## src/rtl/cmos_axis_packer.sv

```systemverilog
// Repacks the OV5640 capture stream (vsync/href/de/ce/data) into AXI4-Stream video through a small FWFT FIFO.
// Optional build macro CMOS_AXIS_STATS_EN adds the line_len / frame_lines measurement outputs.
module cmos_axis_packer #(
    parameter int FIFO_AW   = 4,
    parameter bit VSYNC_POL = 1'b1
) (
    input  logic        cam_pclk,
    input  logic        rst_n,
    input  logic        in_vsync,
    input  logic        in_href,
    input  logic        in_de,
    input  logic        in_ce,
    input  logic [23:0] in_data,
    output logic [23:0] m_axis_tdata,
    output logic        m_axis_tvalid,
    input  logic        m_axis_tready,
    output logic        m_axis_tuser,
    output logic        m_axis_tlast,
    output logic        ovf_sticky,
    output logic [15:0] drop_cnt
`ifdef CMOS_AXIS_STATS_EN
    ,
    output logic [11:0] line_len,
    output logic [11:0] frame_lines
`endif
);

    // state    | meaning
    // WAIT_SOF | idle after reset, pixels discarded until the first frame start
    // ACTIVE   | pixels of the current frame are packed into the FIFO
    // DROP     | frame hit a full FIFO; discard everything until the next frame start
    typedef enum logic [1:0] {WAIT_SOF, ACTIVE, DROP} state_t;

    localparam int DEPTH = 2 ** FIFO_AW;

    state_t             state_q, state_d;
    logic               vs_q, vs_dly_q, href_q;
    logic [23:0]        hold_q, hold_d;
    logic               hold_vld_q, hold_vld_d;
    logic               hold_sof_q, hold_sof_d;
    logic               sof_pend_q, sof_pend_d;
    logic               ovf_q;
    logic [15:0]        drop_cnt_q;
    logic [25:0]        mem [DEPTH];
    logic [FIFO_AW:0]   wp_q, rp_q;
    logic [25:0]        rd_word, push_word;
    logic               push, drop, wr_en, pop, fifo_full, fifo_empty;
    logic               pix, href_fall, vs_edge;

    assign pix       = in_ce & in_de;
    assign href_fall = href_q & ~in_href;
    assign vs_edge   = (vs_q == VSYNC_POL) && (vs_dly_q != VSYNC_POL);

    assign fifo_empty = (wp_q == rp_q);
    assign fifo_full  = (wp_q[FIFO_AW] != rp_q[FIFO_AW]) &&
                        (wp_q[FIFO_AW-1:0] == rp_q[FIFO_AW-1:0]);
    assign pop        = ~fifo_empty & m_axis_tready;
    assign wr_en      = push & ~drop;
    assign rd_word    = mem[rp_q[FIFO_AW-1:0]];

    always_comb begin
        state_d    = state_q;
        hold_d     = hold_q;
        hold_vld_d = hold_vld_q;
        hold_sof_d = hold_sof_q;
        sof_pend_d = sof_pend_q;
        push       = 1'b0;
        push_word  = '0;
        drop       = 1'b0;
        case (state_q)
            WAIT_SOF: begin
                hold_vld_d = 1'b0;
                if (vs_edge) begin
                    state_d    = ACTIVE;
                    sof_pend_d = 1'b1;
                end
            end
            ACTIVE: begin
                if (vs_edge) begin
                    // line never closed by href: flush the held pixel as end of line
                    push       = hold_vld_q;
                    push_word  = {hold_sof_q, 1'b1, hold_q};
                    hold_vld_d = 1'b0;
                    sof_pend_d = 1'b1;
                end else if (pix) begin
                    push       = hold_vld_q;
                    push_word  = {hold_sof_q, 1'b0, hold_q};
                    hold_d     = in_data;
                    hold_vld_d = 1'b1;
                    hold_sof_d = sof_pend_q;
                    sof_pend_d = 1'b0;
                end else if (href_fall && hold_vld_q) begin
                    push       = 1'b1;
                    push_word  = {hold_sof_q, 1'b1, hold_q};
                    hold_vld_d = 1'b0;
                end
                if (push && fifo_full && !pop) begin
                    drop       = 1'b1;
                    hold_vld_d = 1'b0;
                    if (!vs_edge) state_d = DROP;
                end
            end
            DROP: begin
                hold_vld_d = 1'b0;
                if (vs_edge) begin
                    state_d    = ACTIVE;
                    sof_pend_d = 1'b1;
                end
            end
            default: state_d = WAIT_SOF;
        endcase
    end

    always_ff @(posedge cam_pclk or negedge rst_n) begin
        if (!rst_n) begin
            state_q    <= WAIT_SOF;
            vs_q       <= ~VSYNC_POL;
            vs_dly_q   <= ~VSYNC_POL;
            href_q     <= 1'b0;
            hold_q     <= '0;
            hold_vld_q <= 1'b0;
            hold_sof_q <= 1'b0;
            sof_pend_q <= 1'b0;
            ovf_q      <= 1'b0;
            drop_cnt_q <= '0;
            wp_q       <= '0;
            rp_q       <= '0;
        end else begin
            state_q    <= state_d;
            vs_q       <= in_vsync;
            vs_dly_q   <= vs_q;
            href_q     <= in_href;
            hold_q     <= hold_d;
            hold_vld_q <= hold_vld_d;
            hold_sof_q <= hold_sof_d;
            sof_pend_q <= sof_pend_d;
            if (drop) begin
                ovf_q <= 1'b1;
                if (drop_cnt_q != 16'hFFFF) drop_cnt_q <= drop_cnt_q + 16'd1;
            end
            if (wr_en) wp_q <= wp_q + 1'b1;
            if (pop)   rp_q <= rp_q + 1'b1;
        end
    end

    always_ff @(posedge cam_pclk) begin
        if (wr_en) mem[wp_q[FIFO_AW-1:0]] <= push_word;
    end

    // storage is not reset, so gate the read port to keep outputs at 0 while empty
    assign m_axis_tvalid = ~fifo_empty;
    assign m_axis_tdata  = fifo_empty ? 24'd0 : rd_word[23:0];
    assign m_axis_tlast  = ~fifo_empty & rd_word[24];
    assign m_axis_tuser  = ~fifo_empty & rd_word[25];
    assign ovf_sticky    = ovf_q;
    assign drop_cnt      = drop_cnt_q;

`ifdef CMOS_AXIS_STATS_EN
    logic [11:0] pix_cnt_q, line_cnt_q, line_len_q, frame_lines_q;

    always_ff @(posedge cam_pclk or negedge rst_n) begin
        if (!rst_n) begin
            pix_cnt_q     <= '0;
            line_cnt_q    <= '0;
            line_len_q    <= '0;
            frame_lines_q <= '0;
        end else if (vs_edge) begin
            if (state_q == ACTIVE) frame_lines_q <= line_cnt_q;
            line_cnt_q <= '0;
            pix_cnt_q  <= '0;
        end else if (state_q == ACTIVE) begin
            if (pix) begin
                if (pix_cnt_q != 12'hFFF) pix_cnt_q <= pix_cnt_q + 12'd1;
            end else if (href_fall) begin
                line_len_q <= pix_cnt_q;
                pix_cnt_q  <= '0;
                if (line_cnt_q != 12'hFFF) line_cnt_q <= line_cnt_q + 12'd1;
            end
        end
    end

    assign line_len    = line_len_q;
    assign frame_lines = frame_lines_q;
`endif

endmodule

```

## config.mk

```make
export PLATFORM = sky130hd
export DESIGN_NAME = cmos_axis_packer
export DESIGN_NICKNAME = d
export VERILOG_FILES = /design/src/rtl/cmos_axis_packer.sv
export SDC_FILE = /design/constraint.sdc
export NUM_CORES = 1
export LEC_CHECK = 0
export BUFFER_PORTS_ARGS = -buffer_cell sky130_fd_sc_hd__buf_2
export CORE_MARGIN = 5
export CORE_UTILIZATION = 61
export DETAILED_ROUTE_END_ITERATION = 12
export PLACE_DENSITY = 0.85
export SYNTH_ARGS = -nofsm -noshare
export SYNTH_HDL_FRONTEND = slang
export SYNTH_SLANG_ARGS = --single-unit
```

## constraint.sdc

```tcl
create_clock -name cam_pclk -period 4.1 [get_ports cam_pclk]
set_input_delay 0.82 -clock cam_pclk [delete_from_list [all_inputs] [get_ports cam_pclk]]
set_output_delay 0.82 -clock cam_pclk [all_outputs]
set_load 0.05 [all_outputs]
```

==> impl_metrics.tcl <==
set metrics [dict create \
    grt_max_degree 68 \
    crit_slowest_cell "and2_1" \
    num_vias 9733 \
    post-route-util 0.702 \
    cts-resized-gates 0 \
    drc 0 \
    critPathBufInv 2 \
    grt_pass1_wl_um 64600 \
    start_util 0.614 \
    cts_tree "done" \
    core-area_um2 30300 \
    end_kind "output pin" \
    status "completed" \
    fin_skew_ps 18.2 \
    die_area_um2 34100 \
    clock_latency_ps 540 \
    max-cap-violations 0 \
    track_usage 0.259 \
    post-cts-setup-buffers 0 \
    vdd_ir_drop_max_mv 0.422 \
    dieWidth_um 185 \
    htreeDepth 2 \
    critical_path.top_delay_family "simple AND/OR/NAND/NOR gates" \
    drt_pass1_iterations 5 \
    path_cells "and2_1 -> buf_4 -> a22oi_1 -> a21oi_1 -> buf_2" \
    cts_buffers 46 \
    tightest_slew_ps 1060 \
    synth_cells 909 \
    gp_congestion 0.822 \
    antenna_found_initial 1 \
    detail-route-antenna-nets 0 \
    cts_root_buf "clkbuf_16" \
    fp-row-count 64 \
    power.internal_mw 10.0 \
    slew_headroom 0.292 \
    cts_hold_buffers 0 \
    p_sw_mw 5.23 \
    syn_area_um2 18600 \
    leakage_nw 7.20 \
    ios 75 \
    crit_type "flop to output pin" \
    nNetsFinal 1064 \
    synth-edff-count 416 \
    cts.sinks 475 \
    hold_ws_ps 263 \
    ys_async_sr_fraction 0.124 \
    wirelength_um 43200 \
    viasPerCell 6.67 \
    synth.distinct_cells 47 \
    ys_ff_latch 475 \
    maxSlewViolCount 0 \
    drive_above_1_share 0.332 \
    hp-class "input pin to asynchronous set/reset pin" \
    syn_area_per_cell_um2 20.5 \
    clkSlewWorstSetupHoldPaths_ps 60 \
    areaGrowthSynthToFinish_pct 14.4 \
    dpl.hpwl_um 24500 \
    hold_viol_final 0 \
    cts_buffer_depth 3 \
    seqPwrFrac 0.400 \
    seq_area_frac_synth 0.750 \
    synthFlopType "edfxtp_1" \
    fin_crit_sh 0.929 \
    cp.required_ps 3280 \
    combPwrFrac 0.327 \
    rsz0062_at_grt "false" \
    place_ws_ps 894 \
    arrival_ps 2990 \
    first_iter_violations 1230 \
    synth_nets 946 \
    clkPwrFrac 0.272 \
    finalWorstSetupSlack_ps 289 \
    period_needed_ps 3810 \
    cellPowerDensity_nw_per_um2 715 \
    io_buffers 74 \
    cp_slowest_stage_delay_ps 900 \
    yosysWarnings 0 \
    setup_viol 0 \
    p_sw_frac 0.343 \
    fin_tns_setup_ps 0 \
    start_kind "flop" \
    diodes 0 \
    max_freq_mhz 262 \
    grt_overflow 0 \
    path_max_fanout 14 \
    routedWlPerCell_um 29.6 \
    die_h_um 185 \
    grt_pass1_vias 10137 \
]
## path summary, 6_finish.rpt
| check | start | slack [ps] | to | cells past startpoint |
|---|---|---|---|---|
| min in group cam_pclk | in_vsync | 390 | vs_q | 1 |
| worst max register to register | hold_vld_q | 1290 | mem[0][0] | 6 |
| worst min register to register | vs_q | 410 | vs_dly_q | 0 |
| worst min-delay path | rst_n | 260 | hold_q[22] | 2 |
| worst max-delay path | rp_q[2] | 290 | m_axis_tdata[4] | 5 |
| max in group asynchronous | rst_n | 3290 | rp_q[1] | 2 |
## metrics by stage
| stage | instance area [um2] | std cells | total power, mW |
|---|---|---|---|
| global placement | 19800 | 1374 | 11.0 |
| global route | 21300 | 1459 | 15.8 |
| finish | 21300 | 1459 | 15.2 |
| floorplan | 18600 | 909 | 9.76 |
| CTS | 21300 | 1458 | 15.3 |
| detailed placement | 19800 | 1374 | 11.1 |
## flip-flops by register name, summed over array words and instances (netlist names), 2 cells and up
| signal | count |
|---|---|
| hold_q | 24 |
| drop_cnt | 16 |
| wp_q | 5 |
| rp_q | 5 |
| state_q | 2 |
| mem | 416 |
## cell usage in the layout (no fill, tap or decap), types with 3 or more instances in the layout
cell / n
and2_1: 32
clkbuf_1: 13
and3_1: 4
xnor2_1: 19
a21oi_1: 30
o21ai_0: 4
xor2_1: 6
buf_4: 38
bufinv_16: 4
nand3_2: 4
nand2b_1: 6
nand4_1: 9
a22oi_1: 52
ha_1: 6
clkbuf_8: 3
nor3_2: 4
mux2_2: 26
nand3_1: 4
nor2_4: 8
edfxtp_1: 416
clkinvlp_4: 3
clkinv_2: 7
clkinv_1: 6
inv_1: 5
nand2_1: 19
buf_12: 10
clkbuf_16: 47
mux4_2: 104
buf_2: 74
nor2_1: 8
dfrtp_1: 57
## metal layers
layer / global-route usage / vias to the layer above / share of wire
met4: 0.0719 / 2 / 0.028
met1: 0.363 / 5053 / 0.36
met3: 0.0468 / 98 / 0.10
met2: 0.430 / 638 / 0.51
met5: 0 / - / 0.00028
li1: - / 3942 / -
## synthesized netlist by cell type, types with 2 or more instances
library cell | n | share of area
buf_2 | 16 | 0.0043
buf_4 | 5 | 0.0020
xnor2_4 | 2 | 0.0030
nor4b_2 | 2 | 0.0016
nand4_1 | 9 | 0.0030
o21ai_0 | 4 | 0.0011
inv_1 | 5 | 0.0010
nand2b_1 | 6 | 0.0020
and4_1 | 2 | 0.00094
and2_1 | 32 | 0.011
xor2_1 | 6 | 0.0028
and3_1 | 4 | 0.0013
nand2_1 | 19 | 0.0038
nor2_1 | 17 | 0.0034
nand3_2 | 4 | 0.0021
xnor2_2 | 2 | 0.0017
a21oi_1 | 30 | 0.0081
dfrtp_1 | 59 | 0.079
nand4_2 | 2 | 0.0013
clkbuf_1 | 23 | 0.0046
or3_1 | 2 | 0.00067
mux2_2 | 26 | 0.016
edfxtp_1 | 416 | 0.67
nand3_1 | 4 | 0.0011
buf_1 | 3 | 0.00060
buf_6 | 4 | 0.0024
a22oi_1 | 52 | 0.021
nor3_1 | 6 | 0.0016
mux4_2 | 104 | 0.13
xnor2_1 | 19 | 0.0089
ha_1 | 6 | 0.0040
nor2b_1 | 3 | 0.0010
## worst reg2reg max path, delay by kind of cell (launching register included)
family,cells,cell delay (ps)
AOI/OAI and AO/OA,2,860
and+or+nand+nor,3,620
DFF,1,530
buffers and inverters,1,450
## logic make-up after synthesis
group / Yosys count / share of synthesized area
buffers and inverters: 57 / 0.0152
flip-flops: 475 / 0.750
multiplexers: 131 / 0.142
adder cells (fa/ha/maj): 6 / 0.00403
XOR/XNOR: 29 / 0.0165
AO/OA/AOI/OAI: 90 / 0.0321
AND/OR/NAND/NOR: 121 / 0.0402
## power groups by stage
stage               combinational, mW  clock, mW  sequential, mW
floorplan                        3.75          0            6.00
global placement                 4.84          0            6.17
detailed placement               4.95          0            6.20
CTS                              5.01       4.18            6.11
global route                     5.25       4.41            6.14
finish                           4.99       4.15            6.10
## final cells by class
cell class | instances | area, um2
clock inverter | 21 | 209
timing repair buffer | 122 | 856
fill | 1725 | 9040
tap | 396 | 495
inverter | 5 | 18.8
sequential | 475 | 14000
clock buffer | 63 | 1270
multi-input combinational | 377 | 4490
No activity file was read; power rests on OpenSTA's default activity.
